**src/rtl/axi_lite_pkg.sv**
```systemverilog
// Shared AXI4-Lite definitions: response codes and the single-outstanding initiator state encoding.
package axi_lite_pkg;

  localparam logic [1:0] RESP_OKAY   = 2'b00;
  localparam logic [1:0] RESP_EXOKAY = 2'b01;
  localparam logic [1:0] RESP_SLVERR = 2'b10;
  localparam logic [1:0] RESP_DECERR = 2'b11;

  typedef enum logic [2:0] {
    ST_IDLE         = 3'd0,
    ST_WR_ADDR_DATA = 3'd1,
    ST_WR_RESP      = 3'd2,
    ST_RD_ADDR      = 3'd3,
    ST_RD_DATA      = 3'd4,
    ST_RESP         = 3'd5
  } axil_state_t;

  function automatic logic resp_is_error(input logic [1:0] resp);
    return resp[1];
  endfunction

endpackage

```
**src/rtl/axi_lite_master.sv**
```systemverilog
// One-word command/response to AXI4-Lite initiator; one transaction in flight, response at N+3 minimum.
// Backpressure: cmd_ready low while busy; AXI VALIDs held until handshake; response held until rsp_ready.
module axi_lite_master
  import axi_lite_pkg::*;
#(
  parameter int ADDR_WIDTH   = 32,
  parameter int DATA_WIDTH   = 32,
  parameter int STROBE_WIDTH = DATA_WIDTH / 8
) (
  input  logic                    clk,
  input  logic                    rst,

  input  logic                    cmd_valid,
  output logic                    cmd_ready,
  input  logic                    cmd_write,
  input  logic [ADDR_WIDTH-1:0]   cmd_addr,
  input  logic [DATA_WIDTH-1:0]   cmd_wdata,
  input  logic [STROBE_WIDTH-1:0] cmd_wstrb,

  output logic                    rsp_valid,
  input  logic                    rsp_ready,
  output logic [DATA_WIDTH-1:0]   rsp_rdata,
  output logic [1:0]              rsp_resp,

  output logic                    AXIML_AWVALID,
  input  logic                    AXIML_AWREADY,
  output logic [ADDR_WIDTH-1:0]   AXIML_AWADDR,

  output logic                    AXIML_WVALID,
  input  logic                    AXIML_WREADY,
  output logic [DATA_WIDTH-1:0]   AXIML_WDATA,
  output logic [STROBE_WIDTH-1:0] AXIML_WSTRB,

  input  logic                    AXIML_BVALID,
  output logic                    AXIML_BREADY,
  input  logic [1:0]              AXIML_BRESP,

  output logic                    AXIML_ARVALID,
  input  logic                    AXIML_ARREADY,
  output logic [ADDR_WIDTH-1:0]   AXIML_ARADDR,

  input  logic                    AXIML_RVALID,
  output logic                    AXIML_RREADY,
  input  logic [DATA_WIDTH-1:0]   AXIML_RDATA,
  input  logic [1:0]              AXIML_RRESP
);

  axil_state_t             state;
  logic [ADDR_WIDTH-1:0]   addr_q;
  logic [DATA_WIDTH-1:0]   wdata_q;
  logic [STROBE_WIDTH-1:0] wstrb_q;
  logic                    aw_done;
  logic                    w_done;

  logic aw_hs;
  logic w_hs;
  logic ar_hs;

  assign aw_hs = AXIML_AWVALID && AXIML_AWREADY;
  assign w_hs  = AXIML_WVALID  && AXIML_WREADY;
  assign ar_hs = AXIML_ARVALID && AXIML_ARREADY;

  // Address and data come straight from the capture registers, so they are stable for the whole VALID window.
  assign AXIML_AWADDR = addr_q;
  assign AXIML_ARADDR = addr_q;
  assign AXIML_WDATA  = wdata_q;
  assign AXIML_WSTRB  = wstrb_q;

  always_ff @(posedge clk) begin
    if (rst) begin
      state         <= ST_IDLE;
      cmd_ready     <= 1'b0;
      rsp_valid     <= 1'b0;
      rsp_rdata     <= '0;
      rsp_resp      <= RESP_OKAY;
      AXIML_AWVALID <= 1'b0;
      AXIML_WVALID  <= 1'b0;
      AXIML_BREADY  <= 1'b0;
      AXIML_ARVALID <= 1'b0;
      AXIML_RREADY  <= 1'b0;
      addr_q        <= '0;
      wdata_q       <= '0;
      wstrb_q       <= '0;
      aw_done       <= 1'b0;
      w_done        <= 1'b0;
    end else begin
      unique case (state)
        ST_IDLE: begin
          if (cmd_valid && cmd_ready) begin
            cmd_ready <= 1'b0;
            addr_q    <= cmd_addr;
            if (cmd_write) begin
              wdata_q       <= cmd_wdata;
              wstrb_q       <= cmd_wstrb;
              AXIML_AWVALID <= 1'b1;
              AXIML_WVALID  <= 1'b1;
              state         <= ST_WR_ADDR_DATA;
            end else begin
              AXIML_ARVALID <= 1'b1;
              state         <= ST_RD_ADDR;
            end
          end else begin
            cmd_ready <= 1'b1;
          end
        end

        ST_WR_ADDR_DATA: begin
          if (aw_hs) AXIML_AWVALID <= 1'b0;
          if (w_hs)  AXIML_WVALID  <= 1'b0;
          // Count this cycle's handshakes so same-cycle acceptance moves on without an idle cycle.
          if ((aw_done || aw_hs) && (w_done || w_hs)) begin
            aw_done      <= 1'b0;
            w_done       <= 1'b0;
            AXIML_BREADY <= 1'b1;
            state        <= ST_WR_RESP;
          end else begin
            aw_done <= aw_done || aw_hs;
            w_done  <= w_done  || w_hs;
          end
        end

        ST_WR_RESP: begin
          if (AXIML_BVALID && AXIML_BREADY) begin
            AXIML_BREADY <= 1'b0;
            rsp_resp     <= AXIML_BRESP;
            rsp_rdata    <= '0;
            rsp_valid    <= 1'b1;
            state        <= ST_RESP;
          end
        end

        ST_RD_ADDR: begin
          if (ar_hs) begin
            AXIML_ARVALID <= 1'b0;
            AXIML_RREADY  <= 1'b1;
            state         <= ST_RD_DATA;
          end
        end

        ST_RD_DATA: begin
          if (AXIML_RVALID && AXIML_RREADY) begin
            AXIML_RREADY <= 1'b0;
            rsp_rdata    <= AXIML_RDATA;
            rsp_resp     <= AXIML_RRESP;
            rsp_valid    <= 1'b1;
            state        <= ST_RESP;
          end
        end

        ST_RESP: begin
          // cmd_ready is re-raised by IDLE one cycle later, keeping it a pure registered output.
          if (rsp_valid && rsp_ready) begin
            rsp_valid <= 1'b0;
            state     <= ST_IDLE;
          end
        end

        default: state <= ST_IDLE;
      endcase
    end
  end

endmodule

```
**config.mk**
```make
export PLATFORM = sky130hd
export DESIGN_NAME = axi_lite_master
export DESIGN_NICKNAME = d
export VERILOG_FILES = /design/src/rtl/axi_lite_pkg.sv /design/src/rtl/axi_lite_master.sv
export SDC_FILE = /design/constraint.sdc
export NUM_CORES = 1
export LEC_CHECK = 0
export BUFFER_PORTS_ARGS = -buffer_cell sky130_fd_sc_hd__clkbuf_2
export CAP_MARGIN = 20
export CORE_MARGIN = 2
export CORE_UTILIZATION = 43
export CTS_CLUSTER_SIZE = 10
export DETAILED_ROUTE_END_ITERATION = 10
export GPL_TIMING_DRIVEN = 1
export PLACE_DENSITY = 0.74
export SKIP_LAST_GASP = 1
export SLEW_MARGIN = 20
export SYNTH_ARGS = -nofsm -noshare
export SYNTH_HDL_FRONTEND = slang
export SYNTH_SLANG_ARGS = --single-unit
```
**constraint.sdc**
```tcl
create_clock -name clk -period 1.9 [get_ports clk]
set_input_delay 0.19 -clock clk [delete_from_list [all_inputs] [get_ports clk]]
set_output_delay 0.19 -clock clk [all_outputs]
set_load 0.05 [all_outputs]
```
# Word level (Yosys, flattened, before mapping)
# Cells that the tools add are included.
[classes]
eq_ne = 15
muxes = 37
n_reduce_logical = 27
[ops]
columns = ["cell", "count"]
rows = [
  ["32-bit 2-to-1 mux", 2],
  ["32-bit case mux with 2 select lines", 1],
  ["2-bit != test, second input constant", 10],
  ["3-bit 2-to-1 mux", 6],
  ["3-bit case mux with 6 select lines", 1],
  ["1-bit 2-to-1 mux", 17],
  ["4-bit AND reduction", 4],
  ["3-bit AND reduction", 4],
  ["1-bit case mux with 2 select lines", 5],
  ["2-bit nonzero test", 5],
  ["1-bit logical AND", 8],
  ["3-bit by 2-bit equality test with 1-bit output, second input constant", 2],
  ["3-bit equality test, second input constant", 2],
  ["2-bit 2-to-1 mux", 3],
  ["6-bit AND reduction", 1],
  ["2-bit case mux with 2 select lines", 1],
  ["3-bit by 1-bit equality test with 1-bit output, second input constant", 1],
  ["3-bit logical NOT", 1],
  ["1-bit case mux with 3 select lines", 1],
  ["3-bit nonzero test", 1],
  ["1-bit logical OR", 2],
  ["2-bit AND reduction", 1],
]
[totals]
regBits = 114
input_bits = 114
out_inout_bits = 141

# Logic depth before layout (Yosys ltp)
# Gate-level depths: netlist of the first run.
[logic_depth]
ltp_word = 5
ltp_mapped = 7
depth_no_buf = 4

# Least setup slack after synthesis of the first run
# OpenSTA, ideal clock, no wires.
[synth_path]
path_kind = "reg2reg"
start = "reg rsp_valid"
end = "reg state[1]"
setup_ns = 0.123
arrival_ns = 1.527
required_time_ns = 1.777
setup_slack_ns = 0.250
path_stages_with_launch = 5
n_path_buf = 0
cell_sequence = "dfxtp_1 > and3_4 > a311o_1 > a32oi_2 > mux2_1"
[synth_via]
elab_chain_len = 3
[synth_rtl]
columns = ["element", "line", "rtl"]
rows = [
  ["from (decl)", "axi_lite_master.sv:20", "output logic rsp_valid,"],
  ["from (signal assigned)", "axi_lite_master.sv:73", "rsp_valid <= 1'b0;"],
  ["from (signal assigned)", "axi_lite_master.sv:127", "rsp_valid <= 1'b1;"],
  ["from (signal assigned)", "axi_lite_master.sv:145", "rsp_valid <= 1'b1;"],
  ["1-bit logical AND", "axi_lite_master.sv:152", "if (rsp_valid && rsp_ready) begin"],
  ["2-bit != test (no source line)", "--", ""],
  ["6-bit AND reduction (no source line)", "--", ""],
  ["to (signal assigned)", "axi_lite_master.sv:146", "state <= ST_RESP;"],
  ["to (signal assigned)", "axi_lite_master.sv:154", "state <= ST_IDLE;"],
  ["to (signal assigned)", "axi_lite_master.sv:158", "default: state <= ST_IDLE;"],
  ["to (decl)", "axi_lite_master.sv:48", "axil_state_t state;"],
]
# Every way passes these cells.
# A chain may end at the register's enable or synchronous reset.

# Worst setup path after layout of the first run
[layout_path]
start = "reg state[0]"
end = "reg rsp_rdata[1]"
[layout_via]
elab_chain_len = 3
elab_cells_between_ends = 7
classes_between = "eq/ne (4); mux (1); reduce/logical (2)"
[layout_rtl]
columns = ["element", "line", "rtl"]
rows = [
  ["from (signal assigned)", "axi_lite_master.sv:71", "state <= ST_IDLE;"],
  ["from (signal assigned)", "axi_lite_master.sv:97", "state <= ST_WR_ADDR_DATA;"],
  ["from (signal assigned)", "axi_lite_master.sv:100", "state <= ST_RD_ADDR;"],
  ["3-bit equality test or 3-bit by 2-bit equality test with 1-bit output (tied branches)", "axi_lite_master.sv:87", "unique case (state)"],
  ["2-bit != test (no source line) or 2-bit nonzero test (tied branches)", "--", ""],
  ["3-bit AND reduction (no source line)", "--", ""],
  ["to (signal assigned)", "axi_lite_master.sv:74", "rsp_rdata <= '0;"],
  ["to (signal assigned)", "axi_lite_master.sv:126", "rsp_rdata <= '0;"],
  ["to (signal assigned)", "axi_lite_master.sv:143", "rsp_rdata <= AXIML_RDATA;"],
  ["to (decl)", "axi_lite_master.sv:22", "output logic [DATA_WIDTH-1:0] rsp_rdata,"],
]
# Parallel ways exist; a longest one is shown, timed or not.

==> results of run 1 <==
tightest hold or removal path: stages:
cell      delay [ns]
clkbuf_2        0.11
nand2_1         0.05
nand2_1         0.06
a21oi_1         0.05
layout make-up:
| type | count | area (µm²) |
|---|---|---|
| fill | 738 | 3109 |
| timing repair buffer | 368 | 2432 |
| sequential | 114 | 2283 |
| multi-input combinational | 334 | 1752 |
| clock buffer | 18 | 427.9 |
| tap | 136 | 170.2 |
| clock inverter | 10 | 91.34 |
| inverter | 3 | 11.26 |
how the worst max path moves through the flow:
stage,start,to,slack [ns],cells past startpoint
3_5_place_dp,state[2],rsp_rdata[24],0.16,5
5_1_grt,state[0],rsp_rdata[1],0.03,6
4_1_cts,state[2],rsp_rdata[24],0.08,5
2_1_floorplan,rsp_valid,state[1],0.25,4
3_3_place_gp,state[1],AXIML_ARVALID,0.27,6
6_report,state[0],rsp_rdata[1],0.13,6
what timing repair did:
| item | 4_1_cts | 5_1_grt |
|---|---|---|
| resized for setup | 0 | 1 |
| buffers inserted | 0 | 0 |
| setup endpoints to repair | 0 | 6 |
| hold buffers | 101 | 0 |
| hold endpoints to repair | 101 | 0 |
Yosys cell counts, drive strengths merged, types with 2 or more instances:
cell    instances
a21oi          77
a22oi          33
and2            2
and3            3
buf            54
clkbuf         17
dfxtp         114
inv             3
mux2            3
mux2i           3
nand2         144
nand2b          2
nand3           2
nand4b          3
nor2           40
nor2b           4
nor3            5
nor3b           3
report_power, final:
part / switching [mW] / leakage, nW / internal, mW / total (mW)
combinational: 1.78 / 2.06 / 0.762 / 2.54
clock: 1.04 / 0.254 / 1.73 / 2.77
sequential: 0.214 / 0.923 / 2.61 / 2.83
total: 3.04 / 3.24 / 5.10 / 8.14
routing by layer:
layer	GRT usage, %	vias to the layer above
met4	13.08	0
met5	0	-
met1	26.26	2221
li1	-	2333
met2	46.04	229
met3	6.322	34
per-stage QoR:
stage / std cells / hold WS, ns / total power, mW / area (µm²) / setup slack (ns)
6_report: 983 / 0.02895 / 8.141 / 7168 / 0.1254
5_1_grt: 983 / 0.03696 / 8.495 / 7168 / 0.02659
4_1_cts: 983 / 0.01719 / 8.167 / 7167 / 0.08464
3_5_place_dp: 854 / 0.4176 / 5.224 / 5637 / 0.1603
3_3_place_gp: 854 / 0.4131 / 5.185 / 5637 / 0.2663
2_1_floorplan: 522 / 0.3253 / 4.777 / 4546 / 0.2501
cell families (layout without fill, tap and decap cells):
family / count (synthesis) / count (layout) / synth area share, %
simple gates: 209 / 209 / 19.30
compound gates: 119 / 119 / 17.84
flops: 114 / 114 / 50.21
buf+inv: 74 / 399 / 11.26
mux: 6 / 6 / 1.404
registers in the layout, summed over array words and instances, names as in the netlist:
signal / count
AXIML_ARADDR: 32
AXIML_WDATA: 32
rsp_rdata: 32
AXIML_WSTRB: 4
state: 3
rsp_resp: 2
AXIML_ARVALID: 1
AXIML_AWVALID: 1
AXIML_BREADY: 1
AXIML_RREADY: 1
AXIML_WVALID: 1
aw_done: 1
cmd_ready: 1
rsp_valid: 1
w_done: 1
placed cells by master (no fill, tap or decap), drive strengths merged, types with 2 or more instances in the layout:
cell,instances
clkbuf,271
nand2,144
dfxtp,114
dlygate4sd3,101
a21oi,77
nor2,40
a22oi,33
buf,14
clkinv,7
nor3,5
nor2b,4
nand4b,3
mux2i,3
inv,3
and3,3
mux2,3
nor3b,3
and2,2
nand3,2
nand2b,2
clkinvlp,2
==> flow_summary.json, run 1 <==
{
  "wl_met3_mm": 1.083,
  "wl_met1_mm": 5.483,
  "grt_pass1_wl_mm": 22.45,
  "synth_edf_count": 0,
  "die_area_mm2": 0.01141,
  "clock-sinks": 114,
  "crit_arrival_ns": 2.20,
  "whs_endpoint": "AXIML_WVALID",
  "numCtsBuffers": 17,
  "drive_above_1_share_pct": 38.13,
  "outcome": "complete, no violations",
  "die_h_um": 106.8,
  "viasPerCell": 4.900,
  "rsz0062_at_grt": "false",
  "routed_wl_mm": 14.48,
  "cap_violations": 0,
  "hold_start": "AXIML_WREADY",
  "drc": 0,
  "finClkSkew_ns": 0.009308,
  "synthArstFlopShare_pct": 0,
  "syn-num-nets": 636,
  "drt_pass1_iterations": 5,
  "start_kind": "register",
  "hp-class": "in -> reg",
  "crit_type": "reg -> reg",
  "crit_family": "simple AND/OR/NAND/NOR gates",
  "yosysSeqAreaShare_pct": 50.21,
  "post-route-min-period_ns": 1.775,
  "port_buffers": 254,
  "area_delta_synth_final_pct": 57.69,
  "worst_pin_slew_ns": 0.4091,
  "clk_latency_ns": 0.50,
  "cp_num_buf_inv": 2,
  "slowest_delay_ns": 0.40,
  "synth.area.top_cells": "dfxtp_1, nand2_1, a21oi_1",
  "synth-seq-cells": 114,
  "cts_root_buf": "clkbuf_8",
  "leakagePower_nw": 3.238,
  "io_pins": 255,
  "r2r_slack_ns": 0.13,
  "netlist_area_mm2": 0.004546,
  "cts_tree": "built",
  "cts_buffer_depth": 2,
  "vias": 4817,
  "maxSlewViolCount": 0,
  "rr_startpoint": "state[0]",
  "power_density_mw_per_mm2": 1136,
  "initial_utilization_pct": 44.23,
  "antenna_found_initial": 0,
  "path_cells": "buf_4 > nor3b_2 > and3_1 > buf_12 > a22oi_1 > nor2_1",
  "place.gp.congestion": 0.7793,
  "grt.total_usage_pct": 25.09,
  "fmax_ghz": 0.5635,
  "endpoint_kind": "register",
  "dpl.hpwl_mm": 8.823,
  "diodes": 0,
  "min_period_over_period_pct": 93.40,
  "cp.required_ns": 2.33,
  "core_area_mm2": 0.01028,
  "synth_top_area_cell": "dfxtp_1",
  "slowest_stage": "dfxtp_1",
  "setup_viol": 0,
  "netlist.area_leader.share_pct": 50.21,
  "drt_iter0_drc": 336,
  "hold_viol_final": 0,
  "first_global_vias": 4770,
  "ir_drop_uv": 608.5,
  "topRoutingLayerUsed": "met4",
  "whs_path_depth": 4,
  "synth_cells": 522,
  "clkTransAtPathRegs_ns": 0.05,
  "yosys_warnings": 0,
  "wl_met2_mm": 7.487,
  "grt_max_degree": 43,
  "synth.avg_cell_area_um2": 8.708,
  "worst-path-max-fanout": 32,
  "worstReg2RegEnd": "rsp_rdata[1]",
  "drtAntennaViolNets": 0,
  "overflow": 0,
  "synthDistinctLibCells": 36,
  "nets": 952,
  "rr_worst_depth": 6,
  "placementRows": 37,
  "fin_tns_setup_ns": 0,
  "final_util_pct": 69.75,
  "synth_ff_type": "dfxtp_1",
  "fp.dieW_um": 106.8,
  "wl_per_cell_um": 14.73,
  "slew_headroom_pct": 72.73,
  "ctsHtreeMaxLevel": 4
}
No activity file was read; power rests on OpenSTA's default activity.
==> run 2: changes to the inputs <==
Settings changed: CELL_PAD_IN_SITES_DETAIL_PLACEMENT set to 1, CELL_PAD_IN_SITES_GLOBAL_PLACEMENT set to 2, CORE_MARGIN 2 to 5, CORE_UTILIZATION 43 to 24, MAX_ROUTING_LAYER set to met4, PLACE_DENSITY 0.74 to 0.77.
==> run 2 against run 1 <==
Highest routed layer unchanged. Worst setup slack improved by 0.043 ns. Die area increased by 91%. Maximum frequency up 2.5%. Sequential power about the same.
==> flow_summary.json, run 2 (synthesis gave the netlist of run 1 again) <==
{
  "outcome": "complete, no violations",
  "dpl.hpwl_mm": 10.51,
  "final_util_pct": 36.54,
  "drt_iter0_drc": 140,
  "cts_tree": "built",
  "place.gp.congestion": 0.7252,
  "nets": 899,
  "maxSlewViolCount": 0,
  "finClkSkew_ns": 0.004054,
  "diodes": 0,
  "antenna_found_initial": 0,
  "worst-path-max-fanout": 14,
  "fill_cells": 2292,
  "viasPerCell": 4.324,
  "routed_wl_mm": 15.24,
  "core_area_mm2": 0.01871,
  "numCtsBuffers": 17,
  "fmax_ghz": 0.5774,
  "power_density_mw_per_mm2": 1224,
  "mostFrequentLayoutCells": "clkbuf_2, nand2_1, dfxtp_1, a21oi_1, dlygate4sd3_1",
  "area_delta_synth_final_pct": 50.37,
  "multi_input_area_mm2": 0.001752,
  "cts_root_buf": "clkbuf_16",
  "wl_per_cell_um": 14.82,
  "clkTransAtPathRegs_ns": 0.05,
  "slew_headroom_pct": 67.28,
  "final_common_cell": "clkbuf_2",
  "ff_latch_area_mm2": 0.002282,
  "worst_pin_slew_ns": 0.4901,
  "cts_buffer_depth": 2,
  "postCtsResizedCells": 0,
  "rsz0062_at_grt": "false",
  "port_buffers": 254,
  "hold_slack_ns": 0.01566,
  "start_kind": "register",
  "crit_arrival_ns": 2.02,
  "fp.dieW_um": 147.6,
  "hp-class": "in -> reg",
  "setup_viol": 0,
  "hold_viol_final": 0,
  "clk_latency_ns": 0.40,
  "io_pins": 255,
  "ir_drop_uv": 579.9,
  "initial_utilization_pct": 24.30,
  "grt.total_usage_pct": 14.18,
  "leakagePower_nw": 3.045,
  "drive_above_1_share_pct": 40.05,
  "cap_violations": 0,
  "crit_type": "reg -> reg",
  "drtAntennaViolNets": 0,
  "grt_pass1_wl_mm": 24.41,
  "first_global_vias": 4844,
  "endpoint_kind": "register",
  "ctsHtreeMaxLevel": 4,
  "cp.required_ns": 2.18,
  "die_h_um": 147.6,
  "slowest_stage": "dfxtp_1",
  "slowest_delay_ns": 0.62,
  "placementRows": 50,
  "grt_max_degree": 59,
  "whs_path_depth": 3,
  "post-route-min-period_ns": 1.732,
  "min_period_over_period_pct": 91.15,
  "path_cells": "inv_1 > a311o_1 > a32oi_2 > mux2_1",
  "drc": 0,
  "vias": 4445,
  "clock-sinks": 114,
  "drt_pass1_iterations": 4,
  "placed_cells": 949,
  "overflow": 0,
  "rr_worst_depth": 4,
  "fin_tns_setup_ns": 0,
  "fin_cells": 1028,
  "die_area_mm2": 0.02179
}
[run 2: cell types whose count changed in the layout (fill, tap and decap cells not counted), sizes merged]
cell / before / now
clkinv: 7 / 2
buf: 14 / 11
dlygate4sd3: 101 / 51
clkinvlp: 2 / 1
clkbuf: 271 / 276
bufinv: 1 / 2
[run 2: per-stage QoR]
| stage | setup WS (ns) | instance area, µm² | power (mW) |
|---|---|---|---|
| 3_3_place_gp | 0.1836 | 5749 | 5.255 |
| 3_5_place_dp | 0.1693 | 5749 | 5.276 |
| 2_1_floorplan | 0.2501 | 4546 | 4.777 |
| 6_report | 0.1682 | 6835 | 8.367 |
| 4_1_cts | 0.1598 | 6835 | 8.537 |
| 5_1_grt | 0.05651 | 6835 | 8.811 |
[run 2: critical path, delay by kind of cell, from the launching register on]
family | cells | cell delay [ns]
buffers and inverters | 1 | 0.11
muxes | 1 | 0.34
DFF | 1 | 0.62
AOI/OAI and AO/OA | 2 | 0.55
[run 2: where the power goes]
group	internal, mW	switching, mW	leakage, nW
clock	2.07	1.03	0.283
sequential	2.61	0.217	0.922
combinational	0.687	1.75	1.84
total	5.37	3.00	3.04
[run 2: layout make-up]
class | count | share of cell area [%]
well taps | 234 | 4.283
repair buffers | 315 | 28.12
inverters | 3 | 0.1647
flip-flops and latches | 114 | 33.39
clock inverters | 5 | 1.135
clock buffers | 23 | 7.285
multi-input cells | 334 | 25.63
[run 2: path summary, 6_finish.rpt]
path | from | to | slack, ns
setup / recovery | state[0] | state[1] | 0.17
hold reg to reg | AXIML_WDATA[3] | AXIML_WDATA[3] | 0.45
hold / removal | cmd_wdata[21] | AXIML_WDATA[21] | 0.02
setup reg to reg | state[0] | state[1] | 0.17
[run 2: timing repair]
item / CTS / global route
setup buffers: 0 / 0
hold endpoints to repair: 51 / 0
hold buffers: 51 / 0
[run 2: layer usage]
| metal | share of wire, % | track usage (%) |
|---|---|---|
| met2 | 47 | 23.10 |
| met1 | 44 | 16.42 |
| met3 | 7.9 | 5.671 |
| met4 | 1.1 | 3.448 |
| met5 | 0 | - |
